## src/rtl/vga_pkg.sv

```systemverilog
// Shared VGA timing constants, lock-state encoding, colours and datapath helpers.
// Latency: n/a (declarations only).
// Backpressure: n/a.
package vga_pkg;

   // Nominal 640x480 timing, in pixel clocks (horizontal) and lines (vertical)
   localparam int H_TOTAL  = 800;
   localparam int H_PULSE  = 96;
   localparam int V_TOTAL  = 521;
   localparam int V_PULSE  = 2;
   localparam int H_ACTIVE = 640;
   localparam int V_ACTIVE = 480;

   localparam int LOCK_FRAMES_DEF = 2;

   localparam int CNT_W = 10;
   typedef logic [CNT_W-1:0] cnt_t;

   typedef enum logic [1:0] {
      LK_SEARCH = 2'd0,
      LK_VERIFY = 2'd1,
      LK_LOCKED = 2'd2
   } lock_state_t;

   // RRR_GGG_BB colour constants shared with the timing driver
   localparam logic [7:0] RGB_BLACK = 8'h00;
   localparam logic [7:0] RGB_WHITE = 8'hFF;
   localparam logic [7:0] RGB_RED   = 8'hE0;
   localparam logic [7:0] RGB_GREEN = 8'h1C;
   localparam logic [7:0] RGB_BLUE  = 8'h03;

   // Counters stick at all-ones instead of wrapping
   function automatic cnt_t sat_inc(input cnt_t v);
      return (v == '1) ? v : v + 1'b1;
   endfunction

   // One step of the per-frame rotate-xor pixel checksum
   function automatic logic [15:0] sum_step(input logic [15:0] s, input logic [7:0] c);
      return {s[14:0], s[15]} ^ {8'h00, c};
   endfunction

endpackage

```

## src/rtl/vga_sync_monitor_if.sv

```systemverilog
// Bundles the VGA pin tap and the monitor's measurement/status results.
// Latency: n/a (wiring only).
// Backpressure: none; the tap is a passive observer of the VGA pins.
interface vga_sync_monitor_if;
   import vga_pkg::*;

   logic       pixEn;
   logic       hSync;
   logic       vSync;
   logic       bright;
   logic [7:0] rgb;

   cnt_t        hPos;
   cnt_t        vPos;
   logic        pixValid;
   logic [7:0]  pixRgb;
   cnt_t        lineLen;
   cnt_t        frameLines;
   logic [15:0] frameSum;
   logic        frameDone;
   logic        locked;
   logic        hErr;
   logic        vErr;

   modport master (
      output pixEn, hSync, vSync, bright, rgb,
      input  hPos, vPos, pixValid, pixRgb, lineLen, frameLines,
             frameSum, frameDone, locked, hErr, vErr
   );

   modport slave (
      input  pixEn, hSync, vSync, bright, rgb,
      output hPos, vPos, pixValid, pixRgb, lineLen, frameLines,
             frameSum, frameDone, locked, hErr, vErr
   );

endinterface

```

## src/rtl/vga_edge_meas.sv

```systemverilog
// Sync falling-edge detector with period and low-width measurement against nominal values.
// Latency: fall/err_evt are combinational on the sample; period registers on the falling sample.
// Backpressure: none; edges sampled on smp, counters advance on cnt_stb.
module vga_edge_meas
   import vga_pkg::*;
#(
   parameter int TOTAL      = H_TOTAL,
   parameter int PULSE      = H_PULSE,
   // 1: the falling sample opens the new period (counts as 1)
   // 0: the falling sample's strobe still belongs to the period it closes
   parameter bit FALL_OPENS = 1'b1
) (
   input  logic clk,
   input  logic rst_n,
   input  logic smp,
   input  logic cnt_stb,
   input  logic sync_in,
   output logic fall,
   output cnt_t period,
   output logic err_evt
);

   logic prev;
   logic primed;
   logic seen;
   logic rise;
   cnt_t cnt;
   cnt_t wid;
   cnt_t cnt_end;

   // primed blocks a sync that is already low at reset release from reading as an edge
   assign fall    = smp & primed & prev & ~sync_in;
   assign rise    = smp & primed & ~prev & sync_in;
   assign cnt_end = FALL_OPENS ? cnt : (cnt_stb ? sat_inc(cnt) : cnt);
   assign err_evt = (fall & seen & (cnt_end != cnt_t'(TOTAL))) |
                    (rise & seen & (wid != cnt_t'(PULSE)));

   // Edge history, period counter and low-width counter
   always_ff @(posedge clk or negedge rst_n) begin
      if (!rst_n) begin
         prev   <= 1'b1;
         primed <= 1'b0;
         seen   <= 1'b0;
         cnt    <= '0;
         wid    <= '0;
         period <= '0;
      end else if (smp) begin
         prev   <= sync_in;
         primed <= 1'b1;
         if (fall) begin
            seen   <= 1'b1;
            period <= cnt_end;
            cnt    <= FALL_OPENS ? cnt_t'(1) : cnt_t'(0);
            wid    <= cnt_stb ? cnt_t'(1) : cnt_t'(0);
         end else begin
            if (cnt_stb) cnt <= sat_inc(cnt);
            if (!sync_in && cnt_stb) wid <= sat_inc(wid);
         end
      end
   end

endmodule

```

## src/rtl/vga_sync_monitor.sv

```systemverilog
// Receive-side VGA tap: recovers pixel coordinates, checks sync timing, tracks lock, checksums frames.
// Latency: pixel outputs and status one pixEn sample after the input sample.
// Backpressure: none; state advances only on pixEn and holds otherwise.
module vga_sync_monitor
   import vga_pkg::*;
#(
   parameter int HTOTAL      = H_TOTAL,
   parameter int HPULSE      = H_PULSE,
   parameter int VTOTAL      = V_TOTAL,
   parameter int VPULSE      = V_PULSE,
   parameter int LOCK_FRAMES = LOCK_FRAMES_DEF
) (
   input  logic               clk,
   input  logic               clear,
   vga_sync_monitor_if.slave  mon
);

   localparam cnt_t LOCK_N = cnt_t'(LOCK_FRAMES);

   logic        h_fall;
   logic        v_fall;
   logic        h_err_evt;
   logic        v_err_evt;
   logic        new_err;
   logic        frame_err;
   logic        line_bright;
   cnt_t        x_cnt;
   cnt_t        y_cnt;
   cnt_t        x_cur;
   cnt_t        y_cur;
   cnt_t        good_cnt;
   logic [15:0] sum;
   logic [15:0] sum_base;
   lock_state_t state;

   vga_edge_meas #(.TOTAL(HTOTAL), .PULSE(HPULSE), .FALL_OPENS(1'b1)) u_h_meas (
      .clk(clk), .rst_n(clear), .smp(mon.pixEn), .cnt_stb(mon.pixEn),
      .sync_in(mon.hSync), .fall(h_fall), .period(mon.lineLen), .err_evt(h_err_evt)
   );

   // Vertical timing is counted in lines, so its counters step on hFall
   vga_edge_meas #(.TOTAL(VTOTAL), .PULSE(VPULSE), .FALL_OPENS(1'b0)) u_v_meas (
      .clk(clk), .rst_n(clear), .smp(mon.pixEn), .cnt_stb(h_fall),
      .sync_in(mon.vSync), .fall(v_fall), .period(mon.frameLines), .err_evt(v_err_evt)
   );

   assign new_err = h_err_evt | v_err_evt;

   // Coordinates and checksum as seen by this sample; a vFall sample starts the new frame
   always_comb begin
      x_cur    = h_fall ? cnt_t'(0) : x_cnt;
      y_cur    = y_cnt;
      if (h_fall && line_bright) y_cur = sat_inc(y_cnt);
      if (v_fall) y_cur = '0;
      sum_base = v_fall ? 16'h0000 : sum;
   end

   // Pixel datapath, frame checksum and sticky error flags
   always_ff @(posedge clk or negedge clear) begin
      if (!clear) begin
         x_cnt         <= '0;
         y_cnt         <= '0;
         line_bright   <= 1'b0;
         sum           <= '0;
         mon.hPos      <= '0;
         mon.vPos      <= '0;
         mon.pixValid  <= 1'b0;
         mon.pixRgb    <= '0;
         mon.frameSum  <= '0;
         mon.frameDone <= 1'b0;
         mon.hErr      <= 1'b0;
         mon.vErr      <= 1'b0;
      end else begin
         mon.frameDone <= 1'b0;
         if (mon.pixEn) begin
            mon.pixValid <= mon.bright;
            mon.pixRgb   <= mon.rgb;
            x_cnt        <= x_cur;
            y_cnt        <= y_cur;
            line_bright  <= mon.bright | (line_bright & ~h_fall);
            if (mon.bright) begin
               mon.hPos <= x_cur;
               mon.vPos <= y_cur;
               x_cnt    <= sat_inc(x_cur);
               sum      <= sum_step(sum_base, mon.rgb);
            end else begin
               sum      <= sum_base;
            end
            if (v_fall) begin
               mon.frameSum  <= sum;
               mon.frameDone <= 1'b1;
            end
            if (h_err_evt) mon.hErr <= 1'b1;
            if (v_err_evt) mon.vErr <= 1'b1;
         end
      end
   end

   // Lock FSM: needs LOCK_FRAMES clean frames after the first vFall; any new error drops lock
   always_ff @(posedge clk or negedge clear) begin
      if (!clear) begin
         state      <= LK_SEARCH;
         good_cnt   <= '0;
         frame_err  <= 1'b0;
         mon.locked <= 1'b0;
      end else if (mon.pixEn) begin
         frame_err <= v_fall ? 1'b0 : (frame_err | new_err);
         case (state)
            LK_SEARCH: begin
               if (v_fall) begin
                  state    <= LK_VERIFY;
                  good_cnt <= '0;
               end
            end
            LK_VERIFY: begin
               if (v_fall) begin
                  if (frame_err | new_err) begin
                     state    <= LK_SEARCH;
                     good_cnt <= '0;
                  end else if (sat_inc(good_cnt) == LOCK_N) begin
                     state      <= LK_LOCKED;
                     good_cnt   <= '0;
                     mon.locked <= 1'b1;
                  end else begin
                     good_cnt <= sat_inc(good_cnt);
                  end
               end
            end
            LK_LOCKED: begin
               if (new_err) begin
                  state      <= LK_SEARCH;
                  mon.locked <= 1'b0;
               end
            end
            default: begin
               state      <= LK_SEARCH;
               mon.locked <= 1'b0;
            end
         endcase
      end
   end

endmodule

```

## src/flat_wrapper.sv

```systemverilog
// flat-port wrapper written by rule: the top's interface ports become plain ports
module vga_sync_monitor_flat import vga_pkg::*;
#(
   parameter int HTOTAL      = H_TOTAL,
   parameter int HPULSE      = H_PULSE,
   parameter int VTOTAL      = V_TOTAL,
   parameter int VPULSE      = V_PULSE,
   parameter int LOCK_FRAMES = LOCK_FRAMES_DEF
)
  (clk, clear, mon_pixEn, mon_hSync, mon_vSync, mon_bright, mon_rgb, mon_hPos, mon_vPos, mon_pixValid, mon_pixRgb, mon_lineLen, mon_frameLines, mon_frameSum, mon_frameDone, mon_locked, mon_hErr, mon_vErr);
  vga_sync_monitor_if mon_i ();
  input  logic clk;
  input  logic clear;
  input wire logic [$bits(mon_i.pixEn)-1:0] mon_pixEn;
  input wire logic [$bits(mon_i.hSync)-1:0] mon_hSync;
  input wire logic [$bits(mon_i.vSync)-1:0] mon_vSync;
  input wire logic [$bits(mon_i.bright)-1:0] mon_bright;
  input wire logic [$bits(mon_i.rgb)-1:0] mon_rgb;
  output wire logic [$bits(mon_i.hPos)-1:0] mon_hPos;
  output wire logic [$bits(mon_i.vPos)-1:0] mon_vPos;
  output wire logic [$bits(mon_i.pixValid)-1:0] mon_pixValid;
  output wire logic [$bits(mon_i.pixRgb)-1:0] mon_pixRgb;
  output wire logic [$bits(mon_i.lineLen)-1:0] mon_lineLen;
  output wire logic [$bits(mon_i.frameLines)-1:0] mon_frameLines;
  output wire logic [$bits(mon_i.frameSum)-1:0] mon_frameSum;
  output wire logic [$bits(mon_i.frameDone)-1:0] mon_frameDone;
  output wire logic [$bits(mon_i.locked)-1:0] mon_locked;
  output wire logic [$bits(mon_i.hErr)-1:0] mon_hErr;
  output wire logic [$bits(mon_i.vErr)-1:0] mon_vErr;
  assign mon_i.pixEn = mon_pixEn;
  assign mon_i.hSync = mon_hSync;
  assign mon_i.vSync = mon_vSync;
  assign mon_i.bright = mon_bright;
  assign mon_i.rgb = mon_rgb;
  assign mon_hPos = mon_i.hPos;
  assign mon_vPos = mon_i.vPos;
  assign mon_pixValid = mon_i.pixValid;
  assign mon_pixRgb = mon_i.pixRgb;
  assign mon_lineLen = mon_i.lineLen;
  assign mon_frameLines = mon_i.frameLines;
  assign mon_frameSum = mon_i.frameSum;
  assign mon_frameDone = mon_i.frameDone;
  assign mon_locked = mon_i.locked;
  assign mon_hErr = mon_i.hErr;
  assign mon_vErr = mon_i.vErr;
  vga_sync_monitor #(.HTOTAL(HTOTAL), .HPULSE(HPULSE), .VTOTAL(VTOTAL), .VPULSE(VPULSE), .LOCK_FRAMES(LOCK_FRAMES)) u_core (.clk(clk), .clear(clear), .mon(mon_i));
endmodule
```

## config.mk

```make
export PLATFORM = sky130hd
export DESIGN_NAME = vga_sync_monitor_flat
export DESIGN_NICKNAME = d
export VERILOG_FILES = /design/src/rtl/vga_pkg.sv /design/src/rtl/vga_sync_monitor_if.sv /design/src/rtl/vga_edge_meas.sv /design/src/rtl/vga_sync_monitor.sv /design/src/flat_wrapper.sv
export SDC_FILE = /design/constraint.sdc
export NUM_CORES = 1
export LEC_CHECK = 0
export BUFFER_PORTS_ARGS = -buffer_cell sky130_fd_sc_hd__buf_4
export CAP_MARGIN = 10
export CORE_MARGIN = 2
export CORE_UTILIZATION = 53
export CTS_BUF_LIST = sky130_fd_sc_hd__clkbuf_16
export CTS_CLUSTER_SIZE = 25
export DETAILED_ROUTE_END_ITERATION = 7
export PLACE_DENSITY = 0.88
export SYNTH_ARGS = -nofsm -noshare
export SYNTH_HDL_FRONTEND = slang
export SYNTH_SLANG_ARGS = --single-unit
export TNS_END_PERCENT = 50
```

## constraint.sdc

```tcl
create_clock -name clk -period 2.4 [get_ports clk]
set_clock_uncertainty 0.05 [all_clocks]
set_input_delay 0 -clock clk [delete_from_list [all_inputs] [get_ports clk]]
set_output_delay 0 -clock clk [all_outputs]
set_load 0.02 [all_outputs]
```

==> impl_metrics.py <==
metrics = {
    "placement": {
        "routabilityCongestion": 0.9089,
        "place.detailed.hpwl_um": 11820,
        "dpl.cell_count": 1072,
        "numPortBuffers": 82,
    },
    "routing": {
        "wl_per_cell_um": 17.90,
        "ant_nets": 0,
        "via_per_inst": 5.973,
        "finalWirelength_um": 20210,
        "dr.pass1.iters": 7,
        "drc": 0,
        "drtIter0Drc": 699,
        "dr_total_vias": 6743,
    },
    "grt": {
        "grt_max_degree": 125,
        "antenna_found_initial": 0,
        "grt_pass1_wl_um": 32140,
        "track_usage": 0.2572,
        "overflow": 0,
        "grt_pass1_vias": 6577,
    },
    "cts": {
        "clock-root-buffer": "clkbuf_16",
        "clk_pin_slew_worst_paths_ps": 60,
        "cts_tree": "built",
        "cts_sinks": 164,
        "clk-insertion-delay-late_ps": 440,
        "cts_made_buffers": 17,
        "htree_levels": 4,
        "cts_max_path_buffers": 2,
    },
    "power": {
        "power.total_mw": 8.142,
        "ir_worst_vdd_uv": 523.3,
        "swShare": 0.3168,
        "p_clk_frac": 0.340,
        "p_int_mw": 5.563,
        "power_density_nw_per_um2": 834.2,
        "p_comb_frac": 0.228,
        "power_leakage_nw": 4.594,
        "p_sw_mw": 2.579,
        "seq_power_share": 0.433,
    },
    "outcome": {
        "run_status": "finished with violations",
        "violations": "setup timing",
    },
    "finish": {
        "seqCellArea_um2": 4106,
        "insertedDiodeCount": 0,
        "area_delta_synth_final_pct": 27.47,
        "final_nets": 960,
        "fin_cells": 1129,
        "layout_common_cells": "168 x nand2_1, 162 x dfrtp_1, 137 x buf_4, 72 x nor2_1, 50 x o21ai_0",
        "mostFrequentLayoutCell": "nand2_1",
        "drive_above_1_share": 0.2318,
        "fill_cells": 954,
        "multi_input_area_um2": 3492,
    },
    "timing": {
        "fin_ws_ps": -174.5,
        "setup_viol": 16,
        "drv_slew": 0,
        "rsz0062_at_grt": "true",
        "timing.final.crit_period_ps": 2574,
        "hold_viol_final": 0,
        "fmax_mhz": 388.4,
        "min_period_over_period": 1.073,
        "relSlewSlack": 0.4866,
        "tightestPinTransition_ps": 767.3,
    },
    "worst_setup_path": {
        "cp.arrival_ps": 2880,
        "crit_required_ps": 2700,
        "path_max_fanout": 8,
        "startpoint_type": "register",
        "worst-setup-path-type": "register to register",
        "endpoint_kind": "register",
    },
    "synthesis": {
        "synth_area_per_cell_um2": 9.632,
        "ys_types": 63,
        "synth_fp_nets": 819,
        "ys_seq_elements": 164,
        "synth_edf_count": 0,
        "syn_inst": 795,
        "ys.flop_type": "dfrtp_1",
        "ys_seq_area_frac": 0.5363,
        "syn_area_um2": 7657,
        "yosys_warnings": 0,
        "synthArstFlopShare": 1.000,
    },
    "floorplanning": {
        "die_area_um2": 15430,
        "start_util": 0.5474,
        "die_y_um": 124.2,
        "core_area_um2": 13990,
        "rows": 43,
        "dieWidth_um": 124.2,
        "ios": 83,
    },
    "run": {
        "max_cap_violations": 0,
    },
    "worst_hold_path": {
        "hp-class": "primary input to asynchronous set/reset pin",
    },
}
[power by group through the flow]
| stage | clock (mW) | combinational [mW] | sequential, mW |
|---|---|---|---|
| 5_1_grt | 2.90 | 2.01 | 3.56 |
| 2_1_floorplan | 0 | 0.770 | 3.67 |
| 4_1_cts | 2.76 | 1.77 | 3.49 |
| 6_report | 2.77 | 1.86 | 3.52 |
| 3_3_place_gp | 0 | 1.58 | 3.51 |
| 3_5_place_dp | 0 | 1.65 | 3.54 |
[path summary, 6_finish.rpt]
| check | slack [ps] | endpoint | startpoint | cells past startpoint |
|---|---|---|---|---|
| setup / recovery | -170 | u_core.good_cnt[2] | u_core.u_h_meas.prev | 9 |
| hold / removal | 120 | u_core.mon.vPos[6] | clear | 3 |
| setup reg to reg | -170 | u_core.good_cnt[2] | u_core.u_h_meas.prev | 9 |
| hold reg to reg | 420 | u_core.mon.vErr | u_core.mon.vErr | 1 |
| max in group asynchronous | 1600 | u_core.good_cnt[9] | clear | 3 |
| min in group clk | 320 | u_core.mon.pixRgb[5] | mon_rgb[5] | 3 |
[worst max-delay path, stage by stage (launching register included)]
cell      delay [ps]
dfstp_2          570
nand4b_4         150
buf_4            190
nor4_4           210
mux2i_1          300
nand4_1          200
o31ai_4          340
buf_12           180
nand4_1          120
a21oi_1          180
[per-layer routing]
layer	up-vias	share of wire	global-route usage
met5	-	0	0
met4	0	0.033	0.1044
met3	70	0.070	0.05422
met2	369	0.50	0.4256
met1	3270	0.39	0.3316
li1	3034	-	-
[cell families (layout without fill, tap and decap cells)]
kind of cell,Yosys count,count (layout),synth area share
AND/OR/NAND/NOR,371,371,0.2279
flip-flops,164,164,0.5363
AO/OA/AOI/OAI,131,131,0.1119
multiplexers,20,20,0.02892
buffers and inverters,56,210,0.02941
XOR/XNOR,43,43,0.04918
adder cells (fa/ha/maj),10,10,0.01634
[cell usage after synthesis (3+ instances only)]
cell       instances  area, um2
nor3_1            17      85.08
buf_1              7      26.28
xor2_1            29      254.0
nor2_1            72      270.3
o21ai_0           51      255.2
and4_1             7      61.31
buf_2              3      15.01
or3_1              7      43.79
o2111ai_1          5      43.79
a21oi_1           20      100.1
clkbuf_1          24      90.09
o2bb2ai_1          3      26.28
and3_1             6      37.54
nand2_1          169      634.4
mux2_2            14      157.7
xnor2_1           14      122.6
o31ai_2            3      37.54
nand2b_1           8      50.05
a31oi_1           10      62.56
inv_1             20      75.07
nand3_1           34      170.2
a22o_1             9      78.83
nor3b_1            3      22.52
ha_1              10      125.1
o31ai_1           10      75.07
and2_1             6      37.54
nand4_1           16      100.1
mux2i_1            5      50.05
or2_2              3      18.77
o211ai_1           4      30.03
nor4_1             7      43.79
dfrtp_1          162       4054
[flip-flops by register name (all words and copies together), names as in the netlist, 2 cells and up]
name	flops
u_core.sum	16
u_core.u_h_meas.cnt	10
u_core.mon.pixRgb	8
u_core.y_cnt	10
u_core.u_v_meas.cnt	10
u_core.u_h_meas.period	10
u_core.mon.vPos	10
u_core.good_cnt	10
u_core.u_h_meas.wid	10
u_core.mon.frameSum	16
u_core.u_v_meas.period	10
u_core.x_cnt	10
u_core.mon.hPos	10
u_core.u_v_meas.wid	10
u_core.state	2
[stage by stage]
step / instance area (um2) / utilization / hold WS [ps] / setup WS, ps / TNS, ps
4_1_cts: 9673 / 0.6915 / 163.1 / -69.14 / -377.1
6_report: 9761 / 0.6978 / 122.3 / -174.5 / -1805
3_3_place_gp: 8772 / 0.6271 / 44.99 / -5.062 / -5.062
5_1_grt: 9761 / 0.6978 / 198.4 / -228.9 / -2962
3_5_place_dp: 8772 / 0.6271 / 38.77 / -183.2 / -1216
2_1_floorplan: 7657 / - / -345.6 / 46.10 / 0
[timing repair]
item | CTS | global route
resized for setup | 19 | 13
gates cloned | 1 | 0
setup buffers | 6 | 5
hold endpoints to repair | 184 | 0
endpoints found under the setup margin | 15 | 23
pin swaps | 16 | 11
hold buffers | 14 | 0
[layout make-up]
class                           count  area share
Sequential cell                   164      0.4207
Multi-Input combinational cell    575      0.3578
Clock buffer                       17     0.04358
Tap cell                          180     0.02307
Clock inverter                     15     0.01666
Timing Repair Buffer              158      0.1305
Inverter                           20    0.007691
(Power assumes the default switching activity.)
